--- src/rtl/mux_arb_pkg.sv ---
// Shared constants, FSM state type and index-to-one-hot helper for the
// round-robin mux select arbiter.
package mux_arb_pkg;
  localparam int NREQ  = 4;
  localparam int SEL_W = 2;

  typedef enum logic {IDLE, GRANT} state_t;

  function automatic logic [NREQ-1:0] onehot(input logic [SEL_W-1:0] idx);
    onehot      = '0;
    onehot[idx] = 1'b1;
  endfunction
endpackage

--- src/rtl/rr_pick4.sv ---
// Combinational round-robin picker: first unmasked request after ptr,
// searching ptr+1, ptr+2, ptr+3, ptr (mod 4).
module rr_pick4
  import mux_arb_pkg::*;
(
  input  logic [NREQ-1:0]  req,
  input  logic [SEL_W-1:0] ptr,
  input  logic [NREQ-1:0]  mask_bit,
  output logic [SEL_W-1:0] win_idx,
  output logic             win_vld
);

  logic [NREQ-1:0]  cand;
  logic [SEL_W-1:0] idx;

  // Scan from lowest to highest priority so the nearest candidate wins last.
  always_comb begin
    cand    = req & ~mask_bit;
    win_idx = ptr;
    win_vld = 1'b0;
    idx     = ptr;
    for (int k = NREQ; k >= 1; k--) begin
      idx = ptr + SEL_W'(k);
      if (cand[idx]) begin
        win_idx = idx;
        win_vld = 1'b1;
      end
    end
  end

endmodule

--- src/rtl/mux_sel_arbiter.sv ---
// Round-robin arbiter driving the 2-bit select of the 4:1 mux stage.
// Optional grant watchdog compiled in with MUX_ARB_TIMEOUT_EN.
//
// state | meaning
// IDLE  | no owner; sel holds the previous owner
// GRANT | owner in sel holds the mux path until release
module mux_sel_arbiter
  import mux_arb_pkg::*;
#(
  parameter int MAX_HOLD = 16
) (
  input  logic             clk,
  input  logic             rst,
  input  logic [NREQ-1:0]  req,
  input  logic             done,
  output logic [NREQ-1:0]  gnt,
  output logic [SEL_W-1:0] sel,
  output logic             gnt_vld,
  output logic             tmo
);

  if (MAX_HOLD < 2 || MAX_HOLD > 256) begin : g_bad_max_hold
    $error("MAX_HOLD out of range 2..256");
  end

  state_t           state;
  logic [SEL_W-1:0] last;
  logic [NREQ-1:0]  mask_bit;
  logic [SEL_W-1:0] win_idx;
  logic             win_vld;
  logic             tmo_fire;
  logic             rel;

`ifdef MUX_ARB_TIMEOUT_EN
  logic [7:0] hold;
  assign tmo_fire = (state == GRANT) && (hold == 8'(MAX_HOLD - 1));
`else
  assign tmo_fire = 1'b0;
  assign tmo      = 1'b0;
`endif

  assign rel      = done || !req[sel] || tmo_fire;
  assign mask_bit = ((state == GRANT) && (done || tmo_fire)) ? onehot(sel) : '0;

  rr_pick4 u_pick (
    .req      (req),
    .ptr      (last),
    .mask_bit (mask_bit),
    .win_idx  (win_idx),
    .win_vld  (win_vld)
  );

  always_ff @(posedge clk or posedge rst) begin
    if (rst) begin
      state   <= IDLE;
      last    <= 2'b11;
      sel     <= '0;
      gnt     <= '0;
      gnt_vld <= 1'b0;
`ifdef MUX_ARB_TIMEOUT_EN
      hold    <= '0;
      tmo     <= 1'b0;
`endif
    end else begin
      case (state)
        IDLE: begin
          if (win_vld) begin
            state   <= GRANT;
            sel     <= win_idx;
            last    <= win_idx;
            gnt     <= onehot(win_idx);
            gnt_vld <= 1'b1;
          end
        end
        GRANT: begin
          if (rel) begin
            if (win_vld) begin
              sel  <= win_idx;
              last <= win_idx;
              gnt  <= onehot(win_idx);
            end else begin
              state   <= IDLE;
              gnt     <= '0;
              gnt_vld <= 1'b0;
            end
          end
        end
        default: state <= IDLE;
      endcase
`ifdef MUX_ARB_TIMEOUT_EN
      tmo <= tmo_fire;
      // Handoff restarts the count for the new owner.
      if (state == IDLE || rel) hold <= '0;
      else                      hold <= hold + 8'd1;
`endif
    end
  end

endmodule

--- config.mk ---
export PLATFORM = sky130hd
export DESIGN_NAME = mux_sel_arbiter
export DESIGN_NICKNAME = d
export VERILOG_FILES = /design/src/rtl/mux_arb_pkg.sv /design/src/rtl/rr_pick4.sv /design/src/rtl/mux_sel_arbiter.sv
export SDC_FILE = /design/constraint.sdc
export NUM_CORES = 1
export LEC_CHECK = 0
export CORE_MARGIN = 2
export CORE_UTILIZATION = 43
export DETAILED_ROUTE_END_ITERATION = 10
export GPL_ROUTABILITY_DRIVEN = 1
export PLACE_DENSITY = 0.71
export SLEW_MARGIN = 20
export SYNTH_ARGS = -nofsm -noshare
export SYNTH_HDL_FRONTEND = slang
export SYNTH_SLANG_ARGS = --single-unit
--- constraint.sdc ---
create_clock -name clk -period 1.9 [get_ports clk]
set_clock_uncertainty 0.15 [all_clocks]
set_input_delay 0.38 -clock clk [delete_from_list [all_inputs] [get_ports clk]]
set_output_delay 0.38 -clock clk [all_outputs]
set_load 0.01 [all_outputs]
[After elaboration in Yosys (flattened, before gate mapping)]
Index checks and enable logic that the tools add are counted.
Operators by class
  $add $sub $neg: 3
  equality and inequality tests: 3
  mux-type cells: 39
  bitwise operators: 3
  $lt $le $gt $ge: 8
  reduce and logical (&&, ||, !) cells: 7
Operators by type and width (count)
  $lt 2x3->1 const B: 6
  $mux 1: 16
  $mux 4: 4
  $mux 2: 7
  $bmux 1 s2: 5
  $pmux 2 s2: 2
  $pmux 4 s2: 1
  $add 2x2->2 const B: 2
  $and 4x4->4: 1
  $demux 1 s2: 2
  $ge 2x1->1 const B: 2
  $ne 2x1->1 const B: 2
  $not 4->4: 1
  $pmux 1 s2: 2
  $logic_and 1x1->1: 3
  $reduce_and 3->1: 1
  $add 2x1->2 const B: 1
  $ne 2x2->1 const B: 1
  $reduce_and 2->1: 1
  $logic_not 1->1: 1
  $logic_or 1x1->1: 1
  $not 1->1: 1
Word-level totals
  output and inout port bits: 8
  bits of input ports: 7
  logic and storage cells: 68
  register bits after elaboration: 10

[Logic depth before layout (Yosys ltp)]
Gate-level depths: netlist of the first run.
  depth in word-level cells: 19
  mapped depth: 6
  gate-level depth less buffers: 5

[By module]
From an unflattened synthesis of the first run, not the netlist that was laid out.
Second synthesis, totals
  cell total of the unflattened synthesis: 57
  area total of the unflattened synthesis: 595.6 µm²
By module, submodules not included
  mux_sel_arbiter: cells an instance 40, times used 1, seq. area each 252.7 µm², area each 478.0 µm²
  rr_pick4: cells an instance 17, times used 1, seq. area each 0.0 µm², area each 117.6 µm²

[Worst setup path before layout of the first run]
Ideal clock, no wire load.
  kind: flip-flop to flip-flop
  from: register sel[0]
  to: register sel[0]
  data required time: 1.625 ns
  data arrival time: 1.702 ns
  setup time: 0.125 ns
  clock period less this slack: 1.977 ns
  path slack: -0.077 ns
  buffers on the path: 1
  cell stages (with the launch flop): 6
  cells stage by stage: dfrtp_1 buf_6 mux2_4 o32a_4 o21ai_4 mux2_2
On the way
  longest elaborated chain between the ends: 16
  elaborated cells between the ends (all ways): 31
  classes of those cells: 2 x order compare; 1 x eq/ne; 23 x mux; 2 x bitwise; 3 x reduce/logical
RTL lines
  start, declared: RTL line mux_sel_arbiter.sv:17  | output logic [SEL_W-1:0] sel,
  start signal, assigned: RTL line mux_sel_arbiter.sv:69  | sel <= win_idx;
  start signal, assigned: RTL line mux_sel_arbiter.sv:78  | sel <= win_idx;
  $lt 2x3->1 (not written as such) or $ge 2x1->1 (tied branches): RTL line mux_arb_pkg.sv:11  | onehot[idx] = 1'b1;
  $logic_and 1x1->1 (not written as such): RTL line mux_arb_pkg.sv:11
  $mux 1 (not written as such): RTL line mux_arb_pkg.sv:11
  $demux 1 s2: RTL line mux_arb_pkg.sv:11
  $mux 4: RTL line mux_sel_arbiter.sv:43  | assign mask_bit = ((state == GRANT) && (done || tmo_fire)) ? onehot(sel) : '0;
  $not 4->4: RTL line rr_pick4.sv:18  | cand = req & ~mask_bit;
  $and 4x4->4: RTL line rr_pick4.sv:18
  $bmux 1 s2: RTL line rr_pick4.sv:24  | if (cand[idx]) begin
  $mux 1 (not written as such): RTL line rr_pick4.sv:24
  $mux 1 (4 in series): RTL line rr_pick4.sv:24
  $mux 2: RTL line mux_sel_arbiter.sv:67, mux_sel_arbiter.sv:77
  $mux 2: RTL line mux_sel_arbiter.sv:76  | if (rel) begin
  $pmux 2 s2: RTL line mux_sel_arbiter.sv:65  | case (state)
Parallel ways exist; a longest one is shown, timed or not. The select of a mux whose other input is x is not followed.
A chain may end at the register's enable or synchronous reset.

[Worst setup path in the final report of the first run]
Ends and elaborated chain as after synthesis.

==> key figures, run 1 <==
Floorplanning
  – Rows: 14
  – Die height: 43.49 µm
  – Core ar.: 1489 µm²
  – Starting Density: 0.4504
  – I/O pin total: 15
  – Die area: 1891 µm²
  – Die width: 43.49 µm

Worst setup path
  – Worst Path Max Fanout: 6
  – Critical path class: flip-flop to flip-flop
  – CP Capture Type: flip-flop
  – Nature of the critical path startpoint: flip-flop
  – Crit path from: sel[0]$_DFFE_PP0P_
  – Data arrival time of the critical path: 1.93 ns
  – Worst R2R Start: sel[0]$_DFFE_PP0P_
  – WP data required: 1.89 ns

Placement
  – Placed instance area: 913.4 µm²
  – Gp weighted congestion: 0.7802
  – Worst slack, placed: -0.4415 ns
  – DP HPWL: 1146 µm
  – # port buffers: 13

STA
  – RSZ-0062 raised after global routing: true
  – Final setup fails: 6
  – FMAX: 514.3 MHz
  – Max-slew violation count: 0
  – Tcrit/Tclk final: 1.023
  – Fin Setup TNS: -0.1135 ns
  – Final Hold Fails: 0
  – Fin worst setup slack: -0.04457 ns
  – Minimum clock period: 1.945 ns

Global routing
  – Largest net degree at the start of global routing: 11
  – GRT Util Overall: 0.1783
  – Vias in the first global route: 614
  – Initial antenna violation count: 0
  – Grt ovf: 0
  – First-pass GRT wire length: 2566 µm

Pwr
  – Peak VDD IR: 0.9479 mV
  – Comb power frac: 0.609
  – Pint: 0.0009714 W
  – Sw Pwr: 0.0005657 W
  – Power share of the clock group: 0.117
  – Cell Pwr Density: 1487 nW/µm²
  – Part of the power in registers: 0.274
  – Switching share of power: 0.3680
  – Leakage: 0.4556 nW

CTS
  – Clock Pin Slew Worst Setup and Hold Paths: 0.06 ns
  – Clock Path Buffers: 2
  – Worst skew pair latency: 0.25 ns
  – H-tree depth: 1
  – Number of CTS-inserted buffers: 3
  – CTS tree: done
  – CTS Hold Bufs: 0
  – CTS root buffer: clkbuf_4
  – Clock sinks: 10

Synth
  – Mapped Cells: 63
  – Synth Area per Inst: 10.65 µm²
  – Seq/Total Area, Yosys: 0.3769
  – Synth warnings: 0
  – Mapped cell area: 670.6 µm²
  – Synthesized Nets: 70
  – Synth unique cells: 37
  – Register bit total from synthesis: 10

Drt
  – Via density: 5.495
  – Detail Route Antenna Nets: 0
  – Iter 0 DRT Violations: 3
  – Drt wl/cell: 14.38 µm
  – Residual DRC: 0
  – WL final: 1596 µm
  – Via count: 610
  – TritonRoute pass-1 iters: 2

Run
  – Max Cap Viol: 0

Layout
  – # diodes: 0
  – Cell area after layout: 1033 µm²
  – Share of cells above drive strength 1: 0.4947
  – Area grow syn2layout: 54.10%
  – Nets@finish: 103

Status
  – Failing checks: setup timing
  – Status: complete, but fails checks

Min path
  – Hold WC Path Type: input port to async pin
-- worst paths after layout --
| path | endpoint | slack (ns) | depth (start not counted) |
|---|---|---|---|
| max in group asynchronous | last[1]$_DFFE_PP1P_ | 1.06 | 2 |
| worst min-delay path | gnt[0]$_DFFE_PP0P_ | 0.24 | 2 |
| worst max register to register | sel[0]$_DFFE_PP0P_ | -0.04 | 4 |
| min in group clk | gnt[2]$_DFFE_PP0P_ | 0.34 | 2 |
| worst min register to register | gnt[2]$_DFFE_PP0P_ | 0.34 | 2 |
| worst max-delay path | sel[0]$_DFFE_PP0P_ | -0.04 | 4 |
-- metrics by stage --
step	utilization	hold slack, ns	instances	power [W]
floorplan	-	0.06875	63	0.0008854
global placement	0.6134	0.3233	105	0.001207
detailed placement	0.6134	0.3355	105	0.001213
CTS	0.6538	0.2514	111	0.001464
global route	0.6941	0.2981	111	0.001639
finish	0.6941	0.2411	111	0.001537
-- layout make-up --
class / count / area, µm²
fill: 122 / 455.4
multi-input combinational: 46 / 435.4
sequential: 10 / 254.0
inverter: 3 / 11.26
tap: 16 / 20.02
clock buffer: 4 / 36.28
timing repair buffer: 32 / 276.5
-- kinds of logic (layout without fill, tap and decap cells) --
| kind of cell | after synthesis | count (layout) | share of synthesized area |
|---|---|---|---|
| AO/OA/AOI/OAI | 21 | 21 | 0.2799 |
| buffers and inverters | 7 | 39 | 0.06902 |
| flip-flops | 10 | 10 | 0.3769 |
| multiplexers | 5 | 5 | 0.1045 |
| other | 1 | 1 | 0.005592 |
| AND/OR/NAND/NOR | 19 | 19 | 0.1642 |
-- power by group through the flow --
stage / clock network, W / logic [W] / registers (W)
finish: 0.000179 / 0.000936 / 0.000421
global route: 0.000196 / 0.00101 / 0.000431
CTS: 0.000184 / 0.000867 / 0.000413
detailed placement: 0 / 0.000798 / 0.000415
global placement: 0 / 0.000796 / 0.000411
floorplan: 0 / 0.000478 / 0.000408
-- placed cells by master (no fill, tap or decap), types with 3 or more instances in the layout --
master,count
buf_4,17
clkbuf_4,3
clkdlybuf4s50_1,7
dfrtp_1,7
dlygate4sd2_1,5
inv_1,3
nand2_1,4
nand3_1,3
-- what timing repair did --
action,CTS,global route
endpoints found under the setup margin,10,9
resized for setup,9,15
pin swaps,5,2
buffers inserted,2,0
-- critical path, stage by stage, from the launching register on --
cell,delay [ns]
dfrtp_2,0.45
mux2_4,0.31
o32a_4,0.34
o21ai_4,0.25
mux2_4,0.33
-- registers in the layout, indices dropped and copies added (netlist names) --
| name | count |
|---|---|
| gnt_vld | 1 |
| state | 1 |
| gnt | 4 |
| last | 2 |
| sel | 2 |
-- routing by layer --
layer  GRT usage  wire (µm)
met1      0.2347        755
met5           0          0
met4     0.03030         17
met3     0.06667         69
met2      0.2866        753
-- Yosys cell counts (all sizes together) --
master  count  share of area
a21oi       4          0.035
a22o        2          0.026
a22oi       1          0.011
a311o       1          0.015
a311oi      1          0.013
a41oi       1          0.024
and4bb      1          0.019
buf         4          0.052
conb        1         0.0056
dfrtp       8           0.30
dfstp       2          0.078
inv         3          0.017
mux2        3          0.056
mux2i       1          0.015
mux4        1          0.034
nand2       6          0.034
nand2b      1         0.0093
nand3       3          0.022
nand3b      2          0.022
nand4       1         0.0093
nand4b      1          0.013
nor2        2          0.011
nor3        1          0.015
o211a       1          0.015
o211ai      1          0.011
o21a        1          0.011
o21ai       5          0.054
o21bai      1          0.011
o31ai       1          0.019
o32a        1          0.034
or2         1         0.0093
Power figures use the tool's default switching activity.
==> run 2, diff against run 1 <==
Settings changed: CORE_UTILIZATION 43 to 46, CTS_BUF_LIST from default to sky130_fd_sc_hd__clkbuf_2, PLACE_DENSITY 0.71 to 0.75.
==> run 2 against run 1 <==
The flow still finishes with violations (setup timing). Sequential cell count stayed put. Sequential share of layout area rose by 0.77 points. Via count is 0.98% higher.
==> key figures, run 2 (synthesis gave the netlist of run 1 again) <==
Layout
  – Most common cell after layout, fill and taps aside: buf_4
  – Biggest register: gnt
  – Largest register FFs: 4 (unchanged)
  – # diodes: 0 (unchanged)
  – Nets@finish: 103 (unchanged)
  – Area grow syn2layout: 49.44%
  – Share of cells above drive strength 1: 0.4211 (-0.07368)
  – Final cell count without fillers: 110 (-0.90%)
  – Regs by FF count: gnt: 4 flops, last: 2 flops, sel: 2 flops
  – Commonest cells after routing, fill and taps aside: buf_4 (19), dfrtp_1 (7), nand2_1 (6), clkdlybuf4s50_1 (6), dlygate4sd2_1 (4)

Placement
  – DP HPWL: 1189 µm (+3.8%)
  – # port buffers: 13 (unchanged)
  – DP Cell Count: 99 (-5.7%)
  – Gp weighted congestion: 0.8178 (+4.8%)
  – Worst slack, placed: -0.4446 ns (-0.003177 ns)

Global routing
  – Grt ovf: 0 (unchanged)
  – First-pass GRT wire length: 3042 µm (+19%)
  – Initial antenna violation count: 0 (unchanged)
  – GRT Util Overall: 0.2221 (+0.04386)
  – Vias in the first global route: 644 (+4.9%)
  – Largest net degree at the start of global routing: 11 (unchanged)

Drt
  – WL final: 1719 µm (+7.7%)
  – Via density: 5.600 (+1.9%)
  – Drt wl/cell: 15.63 µm (+8.7%)
  – Detail Route Antenna Nets: 0 (unchanged)
  – TritonRoute pass-1 iters: 4 (+2)
  – Iter 0 DRT Violations: 16 (+13)
  – Residual DRC: 0 (unchanged)
  – Via count: 616 (+0.98%)

Status
  – Failing checks: setup timing
  – Status: complete, but fails checks

CTS
  – CTS Hold Bufs: 0 (unchanged)
  – Worst skew pair latency: 0.26 ns (about the same)
  – Clock Path Buffers: 2 (unchanged)
  – Number of CTS-inserted buffers: 3 (unchanged)
  – CTS root buffer: clkbuf_2
  – Clock Pin Slew Worst Setup and Hold Paths: 0.11 ns (+0.05 ns)
  – CTS tree: done
  – Clock sinks: 10 (unchanged)
  – H-tree depth: 1 (unchanged)

Worst setup path
  – R2R setup slack: -0.07 ns (-0.03 ns)
  – CP Capture Point: sel[0]$_DFFE_PP0P_
  – Worst Path Max Fanout: 6 (unchanged)
  – Reg2reg end: sel[0]$_DFFE_PP0P_
  – Worst Reg-to-Reg Cells: 4 (unchanged)
  – Critical path class: flip-flop to flip-flop
  – WP data required: 1.88 ns (about the same)
  – Data arrival time of the critical path: 1.96 ns (+0.03 ns)
  – CP Capture Type: flip-flop
  – Worst R2R Start: sel[0]$_DFFE_PP0P_
  – Nature of the critical path startpoint: flip-flop
  – Crit path from: sel[0]$_DFFE_PP0P_

STA
  – Fin Setup TNS: -0.2691 ns (-0.1556 ns)
  – Worst Hold Slack: 0.2255 ns (-0.01554 ns)
  – FMAX: 506.5 MHz (-1.5%)
  – Max-slew violation count: 0 (unchanged)
  – Fin worst setup slack: -0.07434 ns (-0.02977 ns)
  – Tcrit/Tclk final: 1.039 (+0.01567)
  – RSZ-0062 raised after global routing: true
  – Minimum clock period: 1.974 ns (+0.02977 ns)
  – Final Hold Fails: 0 (unchanged)
  – Final setup fails: 6 (unchanged)

Floorplanning
  – I/O pin total: 15 (unchanged)
  – Rows: 13 (-1)
  – Die height: 42.18 µm (-3.0%)
  – Die width: 42.18 µm (-3.0%)
  – Starting Density: 0.5028 (+0.05239)
  – Die area: 1779 µm² (-5.9%)
  – Core ar.: 1334 µm² (-10%)

Pwr
  – Overall power: 0.001438 W (-6.4%)
  – Leakage: 0.4632 nW (+1.7%)
  – Cell Pwr Density: 1435 nW/µm² (-3.5%)
  – Peak VDD IR: 0.9244 mV (-2.5%)

Min path
  – Hold WC Path Type: input port to async pin

Run
  – Max Cap Viol: 0 (unchanged)
run 2: changes by cell type in the layout (fill, tap and decap cells not counted), moves of 2 or more:
cell,delta
buf_4,+2
buf_6,-2
clkbuf_2,+3
clkbuf_4,-3
dlymetal6s2s_1,+2
nand2_1,+2
nand2_2,-2
o21ai_2,-2
run 2: routing by layer:
| layer | share of wire | up-vias | wire length (µm) | global-route usage |
|---|---|---|---|---|
| li1 | - | 299 | - | - |
| met1 | 0.45 | 294 | 779 | 0.2959 |
| met2 | 0.49 | 17 | 849 | 0.3569 |
| met3 | 0.028 | 6 | 48 | 0.02155 |
| met4 | 0.024 | 0 | 42 | 0.1125 |
| met5 | 0 | - | 0 | 0 |
run 2: metrics by stage:
stage / util / cell area [µm²]
2_1_floorplan: - / 670.6
3_3_place_gp: 0.6557 / 874.6
3_5_place_dp: 0.6557 / 874.6
4_1_cts: 0.7111 / 948.4
5_1_grt: 0.7514 / 1002
6_report: 0.7514 / 1002
run 2: critical path: stages, from the launching register on:
cell and delay [ns]:
dfrtp_2 0.45, mux2_4 0.31, o32a_4 0.35, o21ai_4 0.27, mux2_4 0.33
run 2: layout make-up:
class,count,area [µm²]
Clock buffer,3,15.01
Clock inverter,1,3.754
Fill cell,98,331.6
Inverter,3,11.26
Multi-Input combinational cell,46,424.2
Sequential cell,10,254.0
Tap cell,15,18.77
Timing Repair Buffer,32,275.3
run 2: worst min-delay path by stage:
| stage | start | end | slack, ns | depth (start not counted) |
|---|---|---|---|---|
| 2_1_floorplan | rst | gnt[0]$_DFFE_PP0P_ | 0.07 | 1 |
| 3_3_place_gp | gnt[3]$_DFFE_PP0P_ | gnt[3]$_DFFE_PP0P_ | 0.33 | 2 |
| 3_5_place_dp | gnt[0]$_DFFE_PP0P_ | gnt[0]$_DFFE_PP0P_ | 0.33 | 1 |
| 4_1_cts | rst | sel[1]$_DFFE_PP0P_ | 0.24 | 2 |
| 5_1_grt | rst | sel[1]$_DFFE_PP0P_ | 0.29 | 2 |
| 6_report | rst | sel[1]$_DFFE_PP0P_ | 0.23 | 2 |
run 2: where the power goes:
part,internal [W],leakage (nW),switching (W)
logic,0.000500,0.331,0.000407
clock network,0.0000457,0.0140,0.0000724
registers,0.000323,0.118,0.0000902
total,0.000869,0.463,0.000569
run 2: repair_timing:
item | 4_1_cts | 5_1_grt
pin swaps | 4 | 5
resized for setup | 10 | 7
endpoints found under the setup margin | 11 | 10
buffers inserted | 5 | 2
==> run 3, diff against run 2 <==
Settings changed: ABC_AREA from default to 1, PLACE_DENSITY 0.75 to 0.74.
==> run 3 against run 2 <==
Register-to-register slack better by 0.13 ns. Sequential share of layout area is 2.1 points lower. Setup slack better by 0.13 ns. First-iteration DRC count is 88% lower. Non-clock buffer count is 10 lower. Critical endpoint unchanged. The run now ends clean. Utilization is 1.3 points lower. Combinational power is 94% higher. Highest routed layer unchanged. Routed wire length is 9.0% higher. Via count is 19% higher.
==> key figures, run 3 <==
Status
  – Status: complete, no violations

Floorplanning
  – Starting Density: 0.4830 (-0.01982)
  – Die height: 43.31 µm (+2.7%)
  – Core ar.: 1471 µm² (+10%)
  – I/O pin total: 15 (unchanged)
  – Rows: 14 (+1)
  – Die area: 1875 µm² (+5.4%)
  – Die width: 43.31 µm (+2.7%)

CTS
  – Clock sinks: 10 (unchanged)
  – CTS tree: done
  – Number of CTS-inserted buffers: 3 (unchanged)
  – Clock Pin Slew Worst Setup and Hold Paths: 0.10 ns (about the same)
  – H-tree depth: 1 (unchanged)
  – CTS root buffer: clkbuf_2
  – CTS Hold Bufs: 0 (unchanged)
  – Clock Path Buffers: 2 (unchanged)
  – Worst skew pair latency: 0.26 ns (about the same)

Worst setup path
  – Worst Reg-to-Reg Cells: 10 (+6)
  – Worst Path Max Fanout: 4 (-2)
  – WP data required: 1.89 ns (about the same)
  – R2R setup slack: 0.06 ns (+0.13 ns)
  – Nature of the critical path startpoint: flip-flop
  – Critical path class: flip-flop to flip-flop
  – Data arrival time of the critical path: 1.83 ns (-0.13 ns)
  – CP Capture Type: flip-flop

STA
  – Minimum clock period: 1.841 ns (-0.1336 ns)
  – Tcrit/Tclk final: 0.9688 (-0.07033)
  – FMAX: 543.3 MHz (+7.3%)
  – Max-slew violation count: 0 (unchanged)
  – Final setup fails: 0 (-6)
  – Fin Setup TNS: 0 ns (+0.2691 ns)
  – Final Hold Fails: 0 (unchanged)
  – Worst Hold Slack: 0.2174 ns (-0.008165 ns)
  – RSZ-0062 raised after global routing: true

Pwr
  – Comb power frac: 0.758 (+0.128)
  – Cell Pwr Density: 2139 nW/µm² (+49%)
  – Part of the power in registers: 0.190 (-0.098)
  – Pint: 0.001133 W (+30%)
  – Peak VDD IR: 1.107 mV (+20%)
  – Power share of the clock group: 0.052 (-0.030)
  – Leakage: 0.5265 nW (+14%)
  – Sw Pwr: 0.001190 W (+110%)
  – Overall power: 0.002323 W (+62%)
  – Switching share of power: 0.5121 (+0.1163)

Synth
  – Seq/Total Area, Yosys: 0.3556 (-0.02123)
  – Synth top area cells: dfrtp_1 (28%), nand2_1 (17%), nand3_1 (9.9%)
  – Share of Yosys cell area claimed by the top area cell type: 0.2817 (-0.01682)
  – Fraction of registers with async set/reset: 1.000 (unchanged)
  – Synth warnings: 0 (unchanged)
  – Most common cell in the netlist: nand2_1
  – Ys flop type: dfrtp_1
  – Mapped cell area: 710.7 µm² (+6.0%)
  – Register bit total from synthesis: 10 (unchanged)
  – Synth Area per Inst: 6.967 µm² (-35%)
  – Mapped Cells: 102 (+62%)
  – Synth area leader: dfrtp_1
  – Synth unique cells: 23 (-38%)
  – Synthesized Nets: 109 (+56%)
  – Commonest cells in the netlist: nand2_1 (32), nand3_1 (14), inv_1 (9)
  – Post-synth EDFFs: 0 (unchanged)

Global routing
  – Vias in the first global route: 655 (+1.7%)
  – First-pass GRT wire length: 2580 µm (-15%)
  – Grt ovf: 0 (unchanged)
  – Largest net degree at the start of global routing: 11 (unchanged)
  – Initial antenna violation count: 0 (unchanged)
  – GRT Util Overall: 0.1814 (-0.04070)

Drt
  – TritonRoute pass-1 iters: 4 (unchanged)
  – Iter 0 DRT Violations: 2 (-14)
  – Via density: 5.148 (-8.1%)
  – WL final: 1874 µm (+9.0%)
  – Residual DRC: 0 (unchanged)
  – Drt wl/cell: 13.20 µm (-16%)
  – Via count: 731 (+19%)
  – Detail Route Antenna Nets: 0 (unchanged)

Layout
  – Nets@finish: 134 (+30%)
  – Commonest cells after routing, fill and taps aside: nand2_1 (18), nand2_2 (18), clkdlybuf4s50_1 (12)
  – Share of cells above drive strength 1: 0.4444 (+0.02339)
  – Regs by FF count: gnt: 4 flops, last: 2 flops, sel: 2 flops
  – # diodes: 0 (unchanged)
  – Fillcell total: 108 (+10%)
  – Largest register FFs: 4 (unchanged)
  – Area grow syn2layout: 52.82%
  – Biggest register: gnt

Min path
  – Hold WC Path Type: input port to async pin

Placement
  – DP HPWL: 1116 µm (-6.1%)
  – # port buffers: 13 (unchanged)
  – Gp weighted congestion: 0.7826 (-4.3%)

Run
  – Max Cap Viol: 0 (unchanged)
-- run 3: cell types whose count changed after synthesis, moves of 2 or more --
cell,delta
nand2_1,+26
nand3_1,+11
inv_1,+6
nand2_2,+6
o21ai_0,+6
a21oi_1,-3
nor2_1,+3
a22o_1,-2
mux2_2,-2
nand3b_1,-2
nor2_2,+2
-- run 3: final timing paths --
kind | from | endpoint
worst min register to register | gnt[2]$_DFFE_PP0P_ | gnt[2]$_DFFE_PP0P_
worst max-delay path | last[0]$_DFFE_PP1P_ | sel[0]$_DFFE_PP0P_
min in group clk | gnt[2]$_DFFE_PP0P_ | gnt[2]$_DFFE_PP0P_
worst min-delay path | rst | gnt[1]$_DFFE_PP0P_
max in group asynchronous | rst | last[0]$_DFFE_PP1P_
worst max register to register | last[0]$_DFFE_PP1P_ | sel[0]$_DFFE_PP0P_
-- run 3: cell type report --
type,count,area [µm²],share of cell area
Tap cell,16,20.02,0.01843
Timing Repair Buffer,22,216.5,0.1993
Clock inverter,1,3.754,0.003456
Clock buffer,3,15.01,0.01382
Sequential cell,10,252.7,0.2327
Multi-Input combinational cell,78,528.0,0.4862
Inverter,12,50.05,0.04608
-- run 3: cell families (layout without fill, tap and decap cells) --
kind of cell	count (synthesis)	in the layout	share of synthesized area
DFF	10	10	0.3556
AOI/OAI and AO/OA	13	13	0.1127
and+or+nand+nor	63	63	0.4120
xor gates and xnor gates	1	1	0.02289
other	1	1	0.005277
buffers and inverters	14	38	0.09153
-- run 3: stage by stage --
step	setup WS [ns]	area [µm²]	util	std cells
CTS	0.07791	898.4	0.6105	138
global route	-0.04698	1086	0.7381	142
global placement	-0.1712	879.6	0.5978	134
detailed placement	-0.1763	879.6	0.5978	134
finish	0.05930	1086	0.7381	142
floorplan	0.1711	710.7	-	102
-- run 3: worst max-delay path: stages (launching register included) --
cell	delay, ns
dfstp_2	0.61
buf_12	0.13
xor2_4	0.17
buf_4	0.14
nand2_2	0.06
nand2_1	0.08
nand3_1	0.08
nand3_2	0.10
nand2_2	0.07
nand2_2	0.06
o21ai_1	0.06
-- run 3: what timing repair did --
item / CTS / global route
endpoints found under the setup margin: 0 / 8
setup buffers: 0 / 4
resized for setup: 0 / 37
-- run 3: per-layer routing --
| layer | wire length [µm] | up-vias | GRT usage |
|---|---|---|---|
| met5 | 0 | - | 0 |
| met4 | 31 | 0 | 0.07273 |
| met3 | 63 | 6 | 0.04255 |
| met2 | 929 | 22 | 0.3015 |
| met1 | 849 | 332 | 0.2264 |
| li1 | - | 371 | - |
-- run 3: power by group through the flow --
stage	Clock (W)	Combinational [W]	Sequential, W
finish	0.000120	0.00176	0.000442
detailed placement	0	0.00129	0.000429
global placement	0	0.00128	0.000429
global route	0.000130	0.00194	0.000453
floorplan	0	0.000916	0.000445
CTS	0.000122	0.00130	0.000425
